## src/rtl/mvm_pkg.sv

```systemverilog
// Widths and helpers shared across the MVM engine stages.
package mvm_pkg;

  localparam int IWIDTH_DEF     = 32;
  localparam int OWIDTH_DEF     = 32;
  localparam int CTRL_DELAY_DEF = 3;
  localparam int FIFO_DEPTH_DEF = 16;

  // Count width is one bit wider than the pointers so that "full" can be represented.
  function automatic int fifo_cnt_w(input int depth);
    return $clog2(depth) + 1;
  endfunction

  localparam int FIFO_CNT_W = fifo_cnt_w(FIFO_DEPTH_DEF);

  typedef enum logic [1:0] {
    FILL_EMPTY,
    FILL_PARTIAL,
    FILL_FULL
  } fill_e;

endpackage

```

## src/rtl/result_fifo.sv

```systemverilog
// Circular result FIFO with valid/ready drain and sticky drop flag.
//   state        | meaning
//   FILL_EMPTY   | count == 0, head invalid, o_data forced to 0
//   FILL_PARTIAL | 0 < count < DEPTH
//   FILL_FULL    | count == DEPTH, push accepted only alongside a pop
module result_fifo
  import mvm_pkg::*;
#(
  parameter int WIDTH = 32,
  parameter int DEPTH = 16
) (
  input  logic                         clk,
  input  logic                         rst,
  input  logic                         i_push,
  input  logic [WIDTH-1:0]             i_data,
  input  logic                         i_ready,
  output logic [WIDTH-1:0]             o_data,
  output logic                         o_valid,
  output logic [fifo_cnt_w(DEPTH)-1:0] o_count,
  output logic                         o_overflow
);

  localparam int AW = $clog2(DEPTH);
  localparam int CW = fifo_cnt_w(DEPTH);

  logic [WIDTH-1:0] r_mem [DEPTH];
  logic [AW-1:0]    r_wptr;
  logic [AW-1:0]    r_rptr;
  logic [CW-1:0]    r_count;
  logic             r_overflow;

  fill_e w_fill;
  logic  w_pop;
  logic  w_push_ok;

  always_comb begin
    w_fill = FILL_PARTIAL;
    if (r_count == '0)
      w_fill = FILL_EMPTY;
    else if (r_count == CW'(DEPTH))
      w_fill = FILL_FULL;
  end

  assign w_pop     = (w_fill != FILL_EMPTY) & i_ready;
  assign w_push_ok = i_push & ((w_fill != FILL_FULL) | w_pop);

  always_ff @(posedge clk) begin
    if (rst) begin
      r_wptr     <= '0;
      r_rptr     <= '0;
      r_count    <= '0;
      r_overflow <= 1'b0;
    end else begin
      if (w_push_ok)
        r_wptr <= r_wptr + AW'(1);
      if (w_pop)
        r_rptr <= r_rptr + AW'(1);
      case ({w_push_ok, w_pop})
        2'b10:   r_count <= r_count + CW'(1);
        2'b01:   r_count <= r_count - CW'(1);
        default: r_count <= r_count;
      endcase
      if (i_push && !w_push_ok)
        r_overflow <= 1'b1;
    end
  end

  // Storage is not reset; the head is masked while empty instead.
  always_ff @(posedge clk) begin
    if (w_push_ok)
      r_mem[r_wptr] <= i_data;
  end

  assign o_valid    = (w_fill != FILL_EMPTY);
  assign o_data     = o_valid ? r_mem[r_rptr] : '0;
  assign o_count    = r_count;
  assign o_overflow = r_overflow;

endmodule

```

## src/rtl/accum_lane.sv

```systemverilog
// Per-lane row accumulator: aligns the control stream to the datapath, sums partials, queues row results.
module accum_lane
  import mvm_pkg::*;
#(
  parameter int IWIDTH     = IWIDTH_DEF,
  parameter int OWIDTH     = OWIDTH_DEF,
  parameter int CTRL_DELAY = CTRL_DELAY_DEF,
  parameter int FIFO_DEPTH = FIFO_DEPTH_DEF
) (
  input  logic                     clk,
  input  logic                     rst,
  input  logic                     ivalid,
  input  logic                     accum_first,
  input  logic                     accum_last,
  input  logic signed [IWIDTH-1:0] idata,
  output logic signed [OWIDTH-1:0] odata,
  output logic                     ovalid,
  input  logic                     oready,
  output logic                     busy,
  output logic                     overflow
);

  logic [CTRL_DELAY-1:0]    r_dv;
  logic [CTRL_DELAY-1:0]    r_df;
  logic [CTRL_DELAY-1:0]    r_dl;
  logic signed [OWIDTH-1:0] r_acc;

  logic                             w_dv;
  logic                             w_df;
  logic                             w_dl;
  logic signed [OWIDTH-1:0]         w_ext;
  logic signed [OWIDTH-1:0]         w_acc_next;
  logic [fifo_cnt_w(FIFO_DEPTH)-1:0] w_count;

  assign w_dv = r_dv[CTRL_DELAY-1];
  assign w_df = r_df[CTRL_DELAY-1];
  assign w_dl = r_dl[CTRL_DELAY-1];

  assign w_ext      = OWIDTH'(idata);
  assign w_acc_next = w_df ? w_ext : r_acc + w_ext;

  always_ff @(posedge clk) begin
    if (rst) begin
      r_dv  <= '0;
      r_df  <= '0;
      r_dl  <= '0;
      r_acc <= '0;
    end else begin
      r_dv[0] <= ivalid;
      r_df[0] <= accum_first;
      r_dl[0] <= accum_last;
      for (int i = 1; i < CTRL_DELAY; i++) begin
        r_dv[i] <= r_dv[i-1];
        r_df[i] <= r_df[i-1];
        r_dl[i] <= r_dl[i-1];
      end
      // A continuation word without a preceding first simply builds on the stale sum.
      if (w_dv)
        r_acc <= w_acc_next;
    end
  end

  result_fifo #(
    .WIDTH (OWIDTH),
    .DEPTH (FIFO_DEPTH)
  ) u_fifo (
    .clk        (clk),
    .rst        (rst),
    .i_push     (w_dv & w_dl),
    .i_data     (w_acc_next),
    .i_ready    (oready),
    .o_data     (odata),
    .o_valid    (ovalid),
    .o_count    (w_count),
    .o_overflow (overflow)
  );

  assign busy = (|r_dv) | (w_count != '0);

endmodule
```

## config.mk

```make
export PLATFORM = sky130hd
export DESIGN_NAME = accum_lane
export DESIGN_NICKNAME = d
export VERILOG_FILES = /design/src/rtl/mvm_pkg.sv /design/src/rtl/result_fifo.sv /design/src/rtl/accum_lane.sv
export SDC_FILE = /design/constraint.sdc
export NUM_CORES = 1
export LEC_CHECK = 0
export CAP_MARGIN = 20
export CELL_PAD_IN_SITES_DETAIL_PLACEMENT = 1
export CELL_PAD_IN_SITES_GLOBAL_PLACEMENT = 1
export CORE_MARGIN = 2
export CORE_UTILIZATION = 50
export CTS_CLUSTER_DIAMETER = 150
export CTS_CLUSTER_SIZE = 20
export DETAILED_ROUTE_END_ITERATION = 10
export HOLD_SLACK_MARGIN = 0.08
export PLACE_DENSITY_LB_ADDON = 0.3
export REMOVE_ABC_BUFFERS = 1
export SETUP_SLACK_MARGIN = 0.2
export SLEW_MARGIN = 20
export SYNTH_ARGS = -nofsm -noshare
export SYNTH_HDL_FRONTEND = slang
export SYNTH_SLANG_ARGS = --single-unit
```

## constraint.sdc

```tcl
create_clock -name clk -period 11 [get_ports clk]
set_input_delay 2.2 -clock clk [delete_from_list [all_inputs] [get_ports clk]]
set_output_delay 2.2 -clock clk [all_outputs]
set_load 0.005 [all_outputs]
```

==> impl_metrics.ini, run 1 <==
[final_layout]
fillers = 4333
design_area_mm2 = 0.0264
nets = 1496
final_cell_mix = edfxtp_1 (512), mux4_2 (160), nor2_1 (71), clkdlybuf4s50_1 (71), nand2_1 (68)
syn_to_final_growth_pct = 10.6
layout_commonest_cell = edfxtp_1
final_util_pct = 55.7
drive_above_1_share_pct = 20.0

[logic_synthesis]
synth_edf_count = 512
ys.flop_type = edfxtp_1
ys_ff_latch = 571
yosysWarnings = 0
syn_area_mm2 = 0.0239
ys_seq_area_share_pct = 69.3
synth_area_per_cell_um2 = 17.9
async_flop_share_pct = 0
syn_inst = 1339
synth.distinct_cells = 66

[run_status]
status = completed

[hold_path]
hold_depth = 1
hp-class = reg -> reg

[timing]
period_minus_slack_ns = 6.35
finalSetupViolations = 0
worst_slew_margin_rel_pct = 28.1
hold_viol = 0
fmax_mhz = 157
skew_ns = 0.0184
slew_viol_final = 0
grt_setup_unrepaired = no
tns_ns = 0
tightest_slew_ns = 1.08
fin_crit_sh_pct = 57.8

[clocking]
numCtsBuffers = 34
root_buffer = clkbuf_16
clk_pin_slew_ns = 0.09
ctsResizeCount = 0
cts_tree = built
insertion_delay_ns = 0.54
post-cts-setup-buffer-count = 0
hold_buffers = 0
clock_path_buffers = 3
cts_max_level = 2
clock_sinks = 571

[global_routing]
grt_overflow = 0
grt_pass1_vias = 13600
track_usage_pct = 23.2
grt_pass1_wl_um = 84900
grt_max_degree = 74
antenna_found_initial = 1

[worst_setup_path]
cp_data_required_time_ns = 8.80
critPathKind = reg -> out
ff2ff_path_depth = 10
crit_fanout = 73
cp-end-kind = primary output
cp-start-kind = flip-flop
cp.arrival_ns = 4.15

[power]
ir_drop_mv = 0.106
power.leakage_nw = 8.52
power_density_mw_per_mm2 = 186

[floorplan]
row_count = 80
chipWidth_um = 223
start_util_pct = 50.4
die_h_um = 223
dieArea_mm2 = 0.0496
fp.coreArea_mm2 = 0.0474
io_pins = 73

[placement]
globalplace.congestion = 0.903
portBuffers = 72
post_dp_cell_area_mm2 = 0.0255
hpwl_um = 32700

[job]
drv_cap = 0

[detailed_routing]
ant_nets = 0
drt_iter0_markers = 1079
drc = 0
dr.pass1.iters = 5
vias_per_cell = 6.23
vias = 12700
wl_per_cell_um = 27.6
wirelength_um = 56400
## registers in the layout, indices dropped and copies added (netlist names), named ones only
register and cells:
u_fifo.r_mem 512, r_acc 32, u_fifo.o_count 5, u_fifo.r_rptr 4, u_fifo.r_wptr 4, r_df 3
r_dl 3, r_dv 3, u_fifo.o_overflow 1
## kinds of logic (layout without fill, tap and decap cells)
logic type,after synthesis,after routing,share of synthesized area [%]
simple gates,274,274,5.71
fa+ha+maj,41,41,2.21
xor+xnor,28,28,1.03
compound gates,164,164,4.69
flops,571,571,69.3
buf+inv,87,176,1.41
other cells,0,1,0
mux,174,174,15.7
## per-layer routing
layer / routed length (um) / track usage, % / vias to the layer above
li1: - / - / 5500
met1: 23100 / 32.3 / 6725
met2: 28700 / 39.4 / 426
met3: 3310 / 2.58 / 81
met4: 1300 / 6.17 / 0
met5: 0 / 0 / -
## worst max-delay path: stages (launching register included)
cell and delay (ns):
dfxtp_4 0.91, buf_4 0.95, mux4_2 0.43, mux4_2 0.53, and2_1 0.23, clkdlybuf4s50_1 0.46
## cells in the mapped netlist, types with 16 or more instances
| cell | count | share of area (%) |
|---|---|---|
| and2_1 | 51 | 1.3 |
| mux4_2 | 160 | 15 |
| clkbuf_1 | 47 | 0.74 |
| xnor2_1 | 18 | 0.66 |
| inv_1 | 17 | 0.27 |
| o21ai_0 | 22 | 0.46 |
| dfxtp_1 | 59 | 4.9 |
| ha_1 | 39 | 2.0 |
| nand3_1 | 20 | 0.42 |
| a21o_1 | 23 | 0.72 |
| a21oi_1 | 48 | 1.0 |
| nand2_1 | 68 | 1.1 |
| nor2_1 | 71 | 1.1 |
| edfxtp_1 | 512 | 64 |
| buf_1 | 16 | 0.25 |
## report_power, final
group,switching (mW),internal (mW)
registers,0.0497,2.42
clock network,0.654,0.586
logic,0.555,0.648
total,1.26,3.66
## worst paths after layout
kind | endpoint | slack [ns] | from
worst min register to register | r_dl[2] | 0.44 | r_dl[1]
worst max register to register | u_fifo.r_mem[5][26] | 7.19 | r_acc[0]
worst min-delay path | r_dl[2] | 0.44 | r_dl[1]
worst max-delay path | odata[16] | 4.65 | flip-flop
## through the flow
stage	cells	power, mW	hold WS (ns)	setup WS (ns)
detailed placement	1995	3.76	0.430	4.46
global placement	1994	3.72	0.429	4.73
CTS	2042	4.98	0.448	4.63
global route	2044	5.11	0.460	4.49
finish	2044	4.92	0.437	4.65
floorplan	1269	3.34	0.414	2.23
## layout make-up
cell class	count	area [um^2]	share of cell area [%]
clock buffer	45	913	3.45
inverter	17	63.8	0.241
timing repair buffer	112	1040	3.92
multi-input combinational	681	7070	26.7
clock inverter	2	20.0	0.0757
antenna	1	2.50	0.00946
tap	615	769	2.91
sequential	571	16600	62.7
Power figures use the tool's default switching activity.
==> inputs of run 2 (changes only) <==
--- a/config.mk
+++ b/config.mk
@@ -9,7 +9,7 @@
 export CELL_PAD_IN_SITES_DETAIL_PLACEMENT = 1
 export CELL_PAD_IN_SITES_GLOBAL_PLACEMENT = 1
 export CORE_MARGIN = 2
-export CORE_UTILIZATION = 50
+export CORE_UTILIZATION = 48
 export CTS_CLUSTER_DIAMETER = 150
 export CTS_CLUSTER_SIZE = 20
 export DETAILED_ROUTE_END_ITERATION = 10
==> constraint.sdc (replaced) <==
create_clock -name clk -period 5.2 [get_ports clk]
set_input_delay 1.04 -clock clk [delete_from_list [all_inputs] [get_ports clk]]
set_output_delay 1.04 -clock clk [all_outputs]
set_load 0.005 [all_outputs]
==> run 2 against run 1 <==
- critical endpoint is now odata[6]
- critical path type unchanged
- worst setup slack worse by 4.0 ns
- combinational power is 110% higher
- sequential power is 110% higher
- highest routed layer unchanged
- clock skew is 0.0029 ns higher
- critical path depth stayed put
- core utilization is 1.2 points lower
- register-to-register slack worse by 5.7 ns
- power is 110% higher
- die area is 4.1% higher
==> impl_metrics.ini, run 2 (synthesis results as in run 1) <==
[clocking]
numCtsBuffers = 34
clock_sinks = 571
root_buffer = clkbuf_16
ctsResizeCount = 0
insertion_delay_ns = 0.57
cts_tree = built
post-cts-setup-buffer-count = 0
hold_buffers = 0
clk_pin_slew_ns = 0.08
clock_path_buffers = 3
cts_max_level = 2

[final_layout]
instances_no_fill = 2117
final_cell_mix = edfxtp_1 (512), mux4_2 (160), nor2_1 (71), clkdlybuf4s50_1 (71), nand2_1 (68)
regArea_mm2 = 0.0166
regMostFlops = u_fifo.r_mem
largest_reg_flops = 512
layout_commonest_cell = edfxtp_1
syn_to_final_growth_pct = 11.9
fillers = 4509
multi_input_area_mm2 = 0.00704
diodes = 0
drive_above_1_share_pct = 20.2
nets = 1507

[detailed_routing]
wirelength_um = 59500
drc = 0
drt_iter0_markers = 1184
dr.pass1.iters = 5
vias_per_cell = 6.11
vias = 12900
wl_per_cell_um = 28.1
ant_nets = 0

[worst_setup_path]
cp-end-kind = primary output
cp.arrival_ns = 3.47
cp_data_required_time_ns = 4.16
cp-start-kind = flip-flop
crit_fanout = 24
critPathKind = reg -> out

[floorplan]
fp.coreArea_mm2 = 0.0491
start_util_pct = 48.7
dieArea_mm2 = 0.0516
io_pins = 73
chipWidth_um = 227
row_count = 81
die_h_um = 227

[power]
power.leakage_nw = 8.62
power_density_mw_per_mm2 = 393
ir_drop_mv = 0.479

[timing]
finalSetupViolations = 0
worst_slew_margin_rel_pct = 28.5
tns_ns = 0
fmax_mhz = 222
skew_ns = 0.0213
slew_viol_final = 0
grt_setup_unrepaired = no
tightest_slew_ns = 1.07
fin_crit_sh_pct = 86.7
period_minus_slack_ns = 4.51
hold_viol = 0
whs_ns = 0.447

[placement]
hpwl_um = 37000
portBuffers = 72
globalplace.congestion = 0.853
post-place-cells = 2056

[global_routing]
grt_pass1_wl_um = 88100
grt_max_degree = 55
antenna_found_initial = 1
grt_overflow = 0
grt_pass1_vias = 13700
track_usage_pct = 23.8

[hold_path]
hp-class = reg -> reg

[job]
drv_cap = 0

[run_status]
status = completed
[run 2: path summary, 6_finish.rpt]
path / startpoint / to / slack (ns) / depth (start not counted)
worst max-delay path: flip-flop / odata[6] / 0.69 / 5
worst min-delay path: r_dl[0] / r_dl[1] / 0.45 / 1
worst max register to register: r_acc[0] / u_fifo.r_mem[5][18] / 1.45 / 9
worst min register to register: r_dl[0] / r_dl[1] / 0.45 / 1
[run 2: where the power goes]
group | switching (mW) | total (mW) | internal (mW)
Combinational | 1.18 | 2.56 | 1.38
Sequential | 0.0996 | 5.22 | 5.13
Clock | 1.45 | 2.74 | 1.28
[run 2: layout make-up]
| cell class | count | share of cell area, % |
|---|---|---|
| Clock buffer | 59 | 3.61 |
| Tap cell | 664 | 3.11 |
| Timing Repair Buffer | 123 | 4.67 |
| Clock inverter | 2 | 0.0749 |
| Inverter | 17 | 0.239 |
| Sequential cell | 571 | 62.0 |
| Multi-Input combinational cell | 681 | 26.3 |
[run 2: stage by stage]
stage | cell area, um^2 | power (mW) | utilization, % | setup slack, ns
floorplan | 23600 | 7.07 | - | -2.41
global placement | 25700 | 7.89 | 52.5 | 0.442
detailed placement | 25700 | 7.96 | 52.5 | 0.208
CTS | 26700 | 10.7 | 54.5 | 0.569
global route | 26700 | 11.0 | 54.5 | 0.468
finish | 26700 | 10.5 | 54.5 | 0.692
[run 2: per-layer routing]
metal,global-route usage [%],vias to the layer above,routed length (um)
li1,-,5539,-
met1,33.0,6963,25400
met2,40.4,364,29900
met3,3.25,63,3020
met4,5.65,0,1180
met5,0,-,0
[run 2: worst max-delay path: stages, from the launching register on]
cell and delay (ns):
dfxtp_4 0.65, buf_4 0.51, mux4_2 0.58, mux4_2 0.50, and2_1 0.17, clkdlybuf4s50_1 0.44
